### config.mk
export PLATFORM = sky130hd
export DESIGN_NAME = bus_master_flat
export DESIGN_NICKNAME = d
export VERILOG_FILES = /design/src/rtl/bus_master_if.sv /design/src/rtl/bus_master.sv /design/src/flat_wrapper.sv
export SDC_FILE = /design/constraint.sdc
export NUM_CORES = 1
export LEC_CHECK = 0
export CORE_ASPECT_RATIO = 0.75
export CORE_MARGIN = 1
export CORE_UTILIZATION = 28
export CTS_CLUSTER_SIZE = 30
export DETAILED_ROUTE_END_ITERATION = 8
export GPL_ROUTABILITY_DRIVEN = 0
export GPL_TIMING_DRIVEN = 0
export PLACE_DENSITY = 0.51
export SETUP_SLACK_MARGIN = 0.02
export SLEW_MARGIN = 20
export SYNTH_ARGS = -nofsm -noshare
export SYNTH_HDL_FRONTEND = slang
export SYNTH_SLANG_ARGS = --single-unit
### constraint.sdc
create_clock -name clk -period 1.8 [get_ports clk]
set_input_delay 0.36 -clock clk [delete_from_list [all_inputs] [get_ports clk]]
set_output_delay 0.36 -clock clk [all_outputs]
set_load 0.005 [all_outputs]
### src/rtl/bus_master_if.sv
// Signal bundle for bus_master: requester command channel, AHB-style slave bus and
// completion status. "master" is the view of bus_master, "slave" the view of its environment.
interface bus_master_if;
    logic        cmd_valid;
    logic        cmd_ready;
    logic        cmd_write;
    logic [15:0] cmd_addr;
    logic [31:0] cmd_wdata;

    logic [15:0] HADDR;
    logic [31:0] HWDATA;
    logic        HWRITE;
    logic        hsel_1;
    logic        hsel_2;
    logic [31:0] HRDATA;
    logic        sl_rdy;
    logic        slrsp;

    logic        done_valid;
    logic        rsp_err;
    logic        rsp_timeout;
    logic [31:0] rd_data;
    logic [15:0] txn_count;

    modport master (
        input  cmd_valid, cmd_write, cmd_addr, cmd_wdata, HRDATA, sl_rdy, slrsp,
        output cmd_ready, HADDR, HWDATA, HWRITE, hsel_1, hsel_2,
               done_valid, rsp_err, rsp_timeout, rd_data, txn_count
    );

    modport slave (
        output cmd_valid, cmd_write, cmd_addr, cmd_wdata, HRDATA, sl_rdy, slrsp,
        input  cmd_ready, HADDR, HWDATA, HWRITE, hsel_1, hsel_2,
               done_valid, rsp_err, rsp_timeout, rd_data, txn_count
    );
endinterface

### src/rtl/bus_master.sv
// Single-outstanding bus master: IDLE -> ADDR -> DATA (wait states) -> DONE, all outputs registered.
// Define MASTER_TIMEOUT_EN to bound the DATA wait with TIMEOUT_CYCLES and report rsp_timeout.
module bus_master #(
    parameter int unsigned TIMEOUT_CYCLES = 15
) (
    input  logic         clk,
    input  logic         rst,
    bus_master_if.master bus
);
    typedef enum logic [1:0] {IDLE, ADDR, DATA, DONE} state_e;

    if ((TIMEOUT_CYCLES < 1) || (TIMEOUT_CYCLES > 255)) begin : g_bad_timeout
        $error("bus_master: TIMEOUT_CYCLES must lie in 1..255");
    end

    state_e      state_q, state_d;
    logic        cmd_ready_q, cmd_ready_d;
    logic [15:0] haddr_q, haddr_d;
    logic        hwrite_q, hwrite_d;
    logic        hsel_1_q, hsel_1_d;
    logic        hsel_2_q, hsel_2_d;
    logic [31:0] hwdata_q, hwdata_d;
    logic [31:0] wdata_q, wdata_d;
    logic        done_valid_q, done_valid_d;
    logic        rsp_err_q, rsp_err_d;
    logic [31:0] rd_data_q, rd_data_d;
    logic [15:0] txn_count_q, txn_count_d;
    logic        finish;
`ifdef MASTER_TIMEOUT_EN
    localparam logic [7:0] TIMEOUT_LIMIT = 8'(TIMEOUT_CYCLES);
    logic [7:0]  wait_cnt_q, wait_cnt_d;
    logic        rsp_timeout_q, rsp_timeout_d;
`endif

    always_comb begin
        // NOTE: every _d starts from its _q, so no path through this block can infer a latch.
        state_d      = state_q;
        cmd_ready_d  = cmd_ready_q;
        haddr_d      = haddr_q;
        hwrite_d     = hwrite_q;
        hsel_1_d     = hsel_1_q;
        hsel_2_d     = hsel_2_q;
        hwdata_d     = hwdata_q;
        wdata_d      = wdata_q;
        done_valid_d = done_valid_q;
        rsp_err_d    = rsp_err_q;
        rd_data_d    = rd_data_q;
        txn_count_d  = txn_count_q;
        finish       = 1'b0;
`ifdef MASTER_TIMEOUT_EN
        wait_cnt_d    = wait_cnt_q;
        rsp_timeout_d = rsp_timeout_q;
`endif

        case (state_q)
            IDLE: begin
                if (bus.cmd_valid) begin
                    state_d     = ADDR;
                    cmd_ready_d = 1'b0;
                    haddr_d     = bus.cmd_addr;
                    hwrite_d    = bus.cmd_write;
                    hsel_1_d    = ~bus.cmd_addr[15];
                    hsel_2_d    = bus.cmd_addr[15];
                    wdata_d     = bus.cmd_wdata;
                end
            end
            ADDR: begin
                state_d  = DATA;
                hwdata_d = hwrite_q ? wdata_q : 32'h0;
`ifdef MASTER_TIMEOUT_EN
                wait_cnt_d = 8'h0;
`endif
            end
            DATA: begin
                // A ready slave wins over a timeout expiring on the same edge.
                if (bus.sl_rdy) begin
                    finish    = 1'b1;
                    rsp_err_d = bus.slrsp;
                    if (!hwrite_q) begin
                        rd_data_d = bus.HRDATA;
                    end
`ifdef MASTER_TIMEOUT_EN
                    rsp_timeout_d = 1'b0;
                end else if (wait_cnt_q + 8'd1 == TIMEOUT_LIMIT) begin
                    finish        = 1'b1;
                    rsp_err_d     = 1'b1;
                    rsp_timeout_d = 1'b1;
                end else begin
                    wait_cnt_d = wait_cnt_q + 8'd1;
`endif
                end
                if (finish) begin
                    state_d      = DONE;
                    done_valid_d = 1'b1;
                    txn_count_d  = txn_count_q + 16'd1;
                    haddr_d      = 16'h0;
                    hwrite_d     = 1'b0;
                    hsel_1_d     = 1'b0;
                    hsel_2_d     = 1'b0;
                    hwdata_d     = 32'h0;
                end
            end
            DONE: begin
                state_d      = IDLE;
                done_valid_d = 1'b0;
                cmd_ready_d  = 1'b1;
            end
            default: state_d = IDLE;
        endcase
    end

    // NOTE: every register, including the latched write data, is reset so an abandoned
    // transaction leaves nothing behind; cmd_ready is the only flop that resets to 1.
    always_ff @(posedge clk or negedge rst) begin
        if (!rst) begin
            state_q      <= IDLE;
            cmd_ready_q  <= 1'b1;
            haddr_q      <= 16'h0;
            hwrite_q     <= 1'b0;
            hsel_1_q     <= 1'b0;
            hsel_2_q     <= 1'b0;
            hwdata_q     <= 32'h0;
            wdata_q      <= 32'h0;
            done_valid_q <= 1'b0;
            rsp_err_q    <= 1'b0;
            rd_data_q    <= 32'h0;
            txn_count_q  <= 16'h0;
`ifdef MASTER_TIMEOUT_EN
            wait_cnt_q    <= 8'h0;
            rsp_timeout_q <= 1'b0;
`endif
        end else begin
            // NOTE: non-blocking updates keep every flop sampling pre-edge values.
            state_q      <= state_d;
            cmd_ready_q  <= cmd_ready_d;
            haddr_q      <= haddr_d;
            hwrite_q     <= hwrite_d;
            hsel_1_q     <= hsel_1_d;
            hsel_2_q     <= hsel_2_d;
            hwdata_q     <= hwdata_d;
            wdata_q      <= wdata_d;
            done_valid_q <= done_valid_d;
            rsp_err_q    <= rsp_err_d;
            rd_data_q    <= rd_data_d;
            txn_count_q  <= txn_count_d;
`ifdef MASTER_TIMEOUT_EN
            wait_cnt_q    <= wait_cnt_d;
            rsp_timeout_q <= rsp_timeout_d;
`endif
        end
    end

    assign bus.cmd_ready  = cmd_ready_q;
    assign bus.HADDR      = haddr_q;
    assign bus.HWRITE     = hwrite_q;
    assign bus.hsel_1     = hsel_1_q;
    assign bus.hsel_2     = hsel_2_q;
    assign bus.HWDATA     = hwdata_q;
    assign bus.done_valid = done_valid_q;
    assign bus.rsp_err    = rsp_err_q;
    assign bus.rd_data    = rd_data_q;
    assign bus.txn_count  = txn_count_q;
`ifdef MASTER_TIMEOUT_EN
    assign bus.rsp_timeout = rsp_timeout_q;
`else
    assign bus.rsp_timeout = 1'b0;
`endif
endmodule

### src/flat_wrapper.sv
// flat-port wrapper written by rule: the top's interface ports become plain ports
module bus_master_flat 
#(
    parameter int unsigned TIMEOUT_CYCLES = 15
)
  (clk, rst, bus_cmd_valid, bus_cmd_write, bus_cmd_addr, bus_cmd_wdata, bus_HRDATA, bus_sl_rdy, bus_slrsp, bus_cmd_ready, bus_HADDR, bus_HWDATA, bus_HWRITE, bus_hsel_1, bus_hsel_2, bus_done_valid, bus_rsp_err, bus_rsp_timeout, bus_rd_data, bus_txn_count);
  bus_master_if bus_i ();
  input  logic clk;
  input  logic rst;
  input wire logic [$bits(bus_i.cmd_valid)-1:0] bus_cmd_valid;
  input wire logic [$bits(bus_i.cmd_write)-1:0] bus_cmd_write;
  input wire logic [$bits(bus_i.cmd_addr)-1:0] bus_cmd_addr;
  input wire logic [$bits(bus_i.cmd_wdata)-1:0] bus_cmd_wdata;
  input wire logic [$bits(bus_i.HRDATA)-1:0] bus_HRDATA;
  input wire logic [$bits(bus_i.sl_rdy)-1:0] bus_sl_rdy;
  input wire logic [$bits(bus_i.slrsp)-1:0] bus_slrsp;
  output wire logic [$bits(bus_i.cmd_ready)-1:0] bus_cmd_ready;
  output wire logic [$bits(bus_i.HADDR)-1:0] bus_HADDR;
  output wire logic [$bits(bus_i.HWDATA)-1:0] bus_HWDATA;
  output wire logic [$bits(bus_i.HWRITE)-1:0] bus_HWRITE;
  output wire logic [$bits(bus_i.hsel_1)-1:0] bus_hsel_1;
  output wire logic [$bits(bus_i.hsel_2)-1:0] bus_hsel_2;
  output wire logic [$bits(bus_i.done_valid)-1:0] bus_done_valid;
  output wire logic [$bits(bus_i.rsp_err)-1:0] bus_rsp_err;
  output wire logic [$bits(bus_i.rsp_timeout)-1:0] bus_rsp_timeout;
  output wire logic [$bits(bus_i.rd_data)-1:0] bus_rd_data;
  output wire logic [$bits(bus_i.txn_count)-1:0] bus_txn_count;
  assign bus_i.cmd_valid = bus_cmd_valid;
  assign bus_i.cmd_write = bus_cmd_write;
  assign bus_i.cmd_addr = bus_cmd_addr;
  assign bus_i.cmd_wdata = bus_cmd_wdata;
  assign bus_i.HRDATA = bus_HRDATA;
  assign bus_i.sl_rdy = bus_sl_rdy;
  assign bus_i.slrsp = bus_slrsp;
  assign bus_cmd_ready = bus_i.cmd_ready;
  assign bus_HADDR = bus_i.HADDR;
  assign bus_HWDATA = bus_i.HWDATA;
  assign bus_HWRITE = bus_i.HWRITE;
  assign bus_hsel_1 = bus_i.hsel_1;
  assign bus_hsel_2 = bus_i.hsel_2;
  assign bus_done_valid = bus_i.done_valid;
  assign bus_rsp_err = bus_i.rsp_err;
  assign bus_rsp_timeout = bus_i.rsp_timeout;
  assign bus_rd_data = bus_i.rd_data;
  assign bus_txn_count = bus_i.txn_count;
  bus_master #(.TIMEOUT_CYCLES(TIMEOUT_CYCLES)) u_core (.clk(clk), .rst(rst), .bus(bus_i));
endmodule
==> results.sh <==
export IMPL_path_cells="clkdlybuf4s50_1"
export IMPL_h_tree_depth=4
export IMPL_crit_buf_inv=1
export IMPL_final_max_slew_violation_count=0
export IMPL_r2r_cells=8
export IMPL_clkTransAtPathRegs_ns=0.06
export IMPL_grt_max_degree=75
export IMPL_timing_final_crit_share=0.961
export IMPL_yosysSeqAreaShare=0.618
export IMPL_grt_pass1_wl_um=22200
export IMPL_clk_latency_ns=0.42
export IMPL_root_buffer="clkbuf_16"
export IMPL_place_hpwl_um=10000
export IMPL_max_freq_mhz=578
export IMPL_final_util=0.448
export IMPL_synth_cell_types=36
export IMPL_layout_common_cells="clkdlybuf4s50_1, dfrtp_1, mux2_2, a22o_1, mux2_4"
export IMPL_ant_nets=0
export IMPL_dieArea_mm2=0.0201
export IMPL_worst_setup_path_end_kind="output port"
export IMPL_crit_type="flop to output port"
export IMPL_core_area_mm2=0.0188
export IMPL_whs_ns=0.463
export IMPL_final_area_mm2=0.00841
export IMPL_cp_max_fo=4
export IMPL_r2r_start="u_core.state_q[0]$_DFFE_PN0P_"
export IMPL_syn_area_mm2=0.00547
export IMPL_synthTopCellsByArea="dfrtp_1, mux2_4, mux2_2"
export IMPL_critPathRequiredTime_ns=1.44
export IMPL_hold_path_class="flop to flop"
export IMPL_gr_total_overflow=0
export IMPL_p_leak_nw=3.80
export IMPL_dpl_instance_area_mm2=0.00768
export IMPL_worst_slack_ns=0.0693
export IMPL_cp_top_family="buffers and inverters"
export IMPL_synth_top_cell_area_share=0.613
export IMPL_max_stage_delay_ns=0.57
export IMPL_min_period_ns=1.73
export IMPL_hold_viol=0
export IMPL_ir_drop_mv=0.657
export IMPL_ys_ff_latch=135
export IMPL_crit_slowest_cell="clkdlybuf4s50_1"
export IMPL_initial_core_util=0.291
export IMPL_nets=687
export IMPL_syn_inst=379
export IMPL_io_pins=189
export IMPL_endpoint="bus_txn_count[10]"
export IMPL_drt_iter0_markers=223
export IMPL_cts_tree="yes"
export IMPL_fin_worst_skew_ns=0.00860
export IMPL_track_usage=0.147
export IMPL_synth_largest_area_cell="dfrtp_1"
export IMPL_die_width_um=163
export IMPL_crit_cells=1
export IMPL_layout_commonest_cell="clkdlybuf4s50_1"
export IMPL_drt_wl_total_um=14200
export IMPL_ff2ff_setup_slack_ns=0.09
export IMPL_yosysWarnings=0
export IMPL_numCtsBuffers=17
export IMPL_crit_arrival_ns=1.37
export IMPL_vias=3777
export IMPL_grt_pass1_vias=4019
export IMPL_r2r_end="u_core.bus.rd_data[13]$_DFFE_PN0P_"
export IMPL_post_drt_via_cell_ratio=4.41
export IMPL_dp_slack_ns=-0.273
export IMPL_synth_fp_nets=470
export IMPL_drive_gt1_frac=0.230
export IMPL_areaGrowthSynthToFinish_pct=53.8
export IMPL_crit_start="u_core.bus.txn_count[10]$_DFFE_PN0P_"
export IMPL_io_buffers=187
export IMPL_rsz0062_at_grt="true"
export IMPL_syn_avg_cell_area_um2=14.4
export IMPL_total_power_mw=14.9
export IMPL_setup_viol=0
export IMPL_clock_path_buffers=2
export IMPL_drc=0
export IMPL_antenna_found_initial=0
export IMPL_startpoint_type="flop"
export IMPL_wire_per_inst_um=16.5
export IMPL_firstDrtPassIters=4
export IMPL_placementRows=43
export IMPL_status="completed"
export IMPL_pwr_density_cell_mw_per_mm2=1770
export IMPL_max_cap_violations=0
export IMPL_clkSinkCount=135
export IMPL_dieHeight_um=123
export IMPL_n_antenna_cell=0
[cell usage after synthesis, drive strengths merged]
| cell type | n |
|---|---|
| inv | 22 |
| nor2 | 7 |
| a22o | 31 |
| conb | 1 |
| xor2 | 7 |
| dfstp | 1 |
| xnor2 | 8 |
| a211oi | 1 |
| and2 | 1 |
| nand3 | 24 |
| a21oi | 3 |
| nor4 | 1 |
| a21o | 1 |
| nand2 | 11 |
| o21ai | 18 |
| mux2i | 2 |
| ha | 5 |
| dfrtp | 134 |
| mux2 | 68 |
| nand4 | 2 |
| buf | 20 |
| nor2b | 1 |
| nor3 | 1 |
| and3 | 6 |
| clkbuf | 2 |
| and4 | 1 |
[kinds of logic (layout without fill, tap and decap cells)]
| group | after synthesis | in the layout | synth area share |
|---|---|---|---|
| DFF | 135 | 135 | 0.618 |
| muxes | 70 | 70 | 0.164 |
| other | 1 | 1 | 0.000686 |
| buffers and inverters | 44 | 274 | 0.0510 |
| AOI/OAI and AO/OA | 54 | 54 | 0.0760 |
| xor gates and xnor gates | 15 | 15 | 0.0240 |
| and+or+nand+nor | 55 | 55 | 0.0545 |
| adders and majority gates | 5 | 5 | 0.0114 |
[power breakdown]
group          total (mW)  switching (mW)  internal (mW)
Clock                3.67            1.31           2.35
Combinational        6.02            2.23           3.79
Sequential           5.23           0.788           4.45
[worst reg2reg max path, cell delays in order, from the launching register on]
cell,delay (ns)
dfrtp_1,0.39
inv_2,0.08
ha_2,0.18
buf_6,0.11
and2_4,0.14
buf_8,0.14
nand2_8,0.09
buf_12,0.17
mux2_4,0.30
[timing repair]
item	4_1_cts	5_1_grt
hold endpoints to repair	61	0
setup endpoints to repair	67	109
setup buffers	4	4
gates resized for setup	5	10
gates cloned	0	1
hold buffers	1	0
pin swaps	1	1
[how the worst min path moves through the flow]
stage | to | depth (start not counted) | from | slack, ns
finish | u_core.bus.txn_count[15]$_DFFE_PN0P_ | 1 | u_core.bus.txn_count[15]$_DFFE_PN0P_ | 0.46
global route | u_core.bus.HWDATA[31]$_DFFE_PN0P_ | 2 | u_core.bus.HWDATA[31]$_DFFE_PN0P_ | 0.49
CTS | u_core.bus.txn_count[15]$_DFFE_PN0P_ | 1 | u_core.bus.txn_count[15]$_DFFE_PN0P_ | 0.47
detailed placement | u_core.bus.HADDR[10]$_DFFE_PN0P_ | 1 | rst | 0.34
global placement | u_core.bus.HWDATA[31]$_DFFE_PN0P_ | 2 | u_core.bus.HWDATA[31]$_DFFE_PN0P_ | 0.46
floorplan | u_core.bus.HADDR[0]$_DFFE_PN0P_ | 0 | rst | 0.06
[sequential cells by signal (all words and copies together), names as in the netlist]
name,cells
u_core.bus.HWDATA,32
u_core.bus.cmd_ready,1
u_core.bus.txn_count,16
u_core.bus.hsel_1,1
u_core.bus.rsp_err,1
u_core.wdata_q,32
u_core.bus.done_valid,1
u_core.bus.hsel_2,1
u_core.state_q,2
u_core.bus.rd_data,32
u_core.bus.HADDR,15
u_core.bus.HWRITE,1
[area by class of cell]
class | count | area (um^2)
Inverter | 22 | 82.6
Sequential cell | 135 | 3380
Tap cell | 247 | 309
Buffer | 22 | 214
Fill cell | 1696 | 10400
Multi-Input combinational cell | 200 | 1810
Clock inverter | 12 | 175
Timing Repair Buffer | 198 | 1980
Clock buffer | 20 | 447
[stage by stage]
stage / instances / setup TNS (ns)
after floorplan: 379 / 0
after global placement: 813 / -692.96
after detailed placement: 814 / -11.09
after CTS: 851 / 0
after global routing: 856 / 0
final: 856 / 0
[per-layer routing]
metal  wire length, um  track usage  vias up
li1                  -            -     1751
met1              6330        0.187     1862
met2              6200        0.217      150
met3              1500       0.0657       14
met4               135       0.0561        0
met5                 0            0        -
Note: power is estimated with default switching activity, not from simulation.
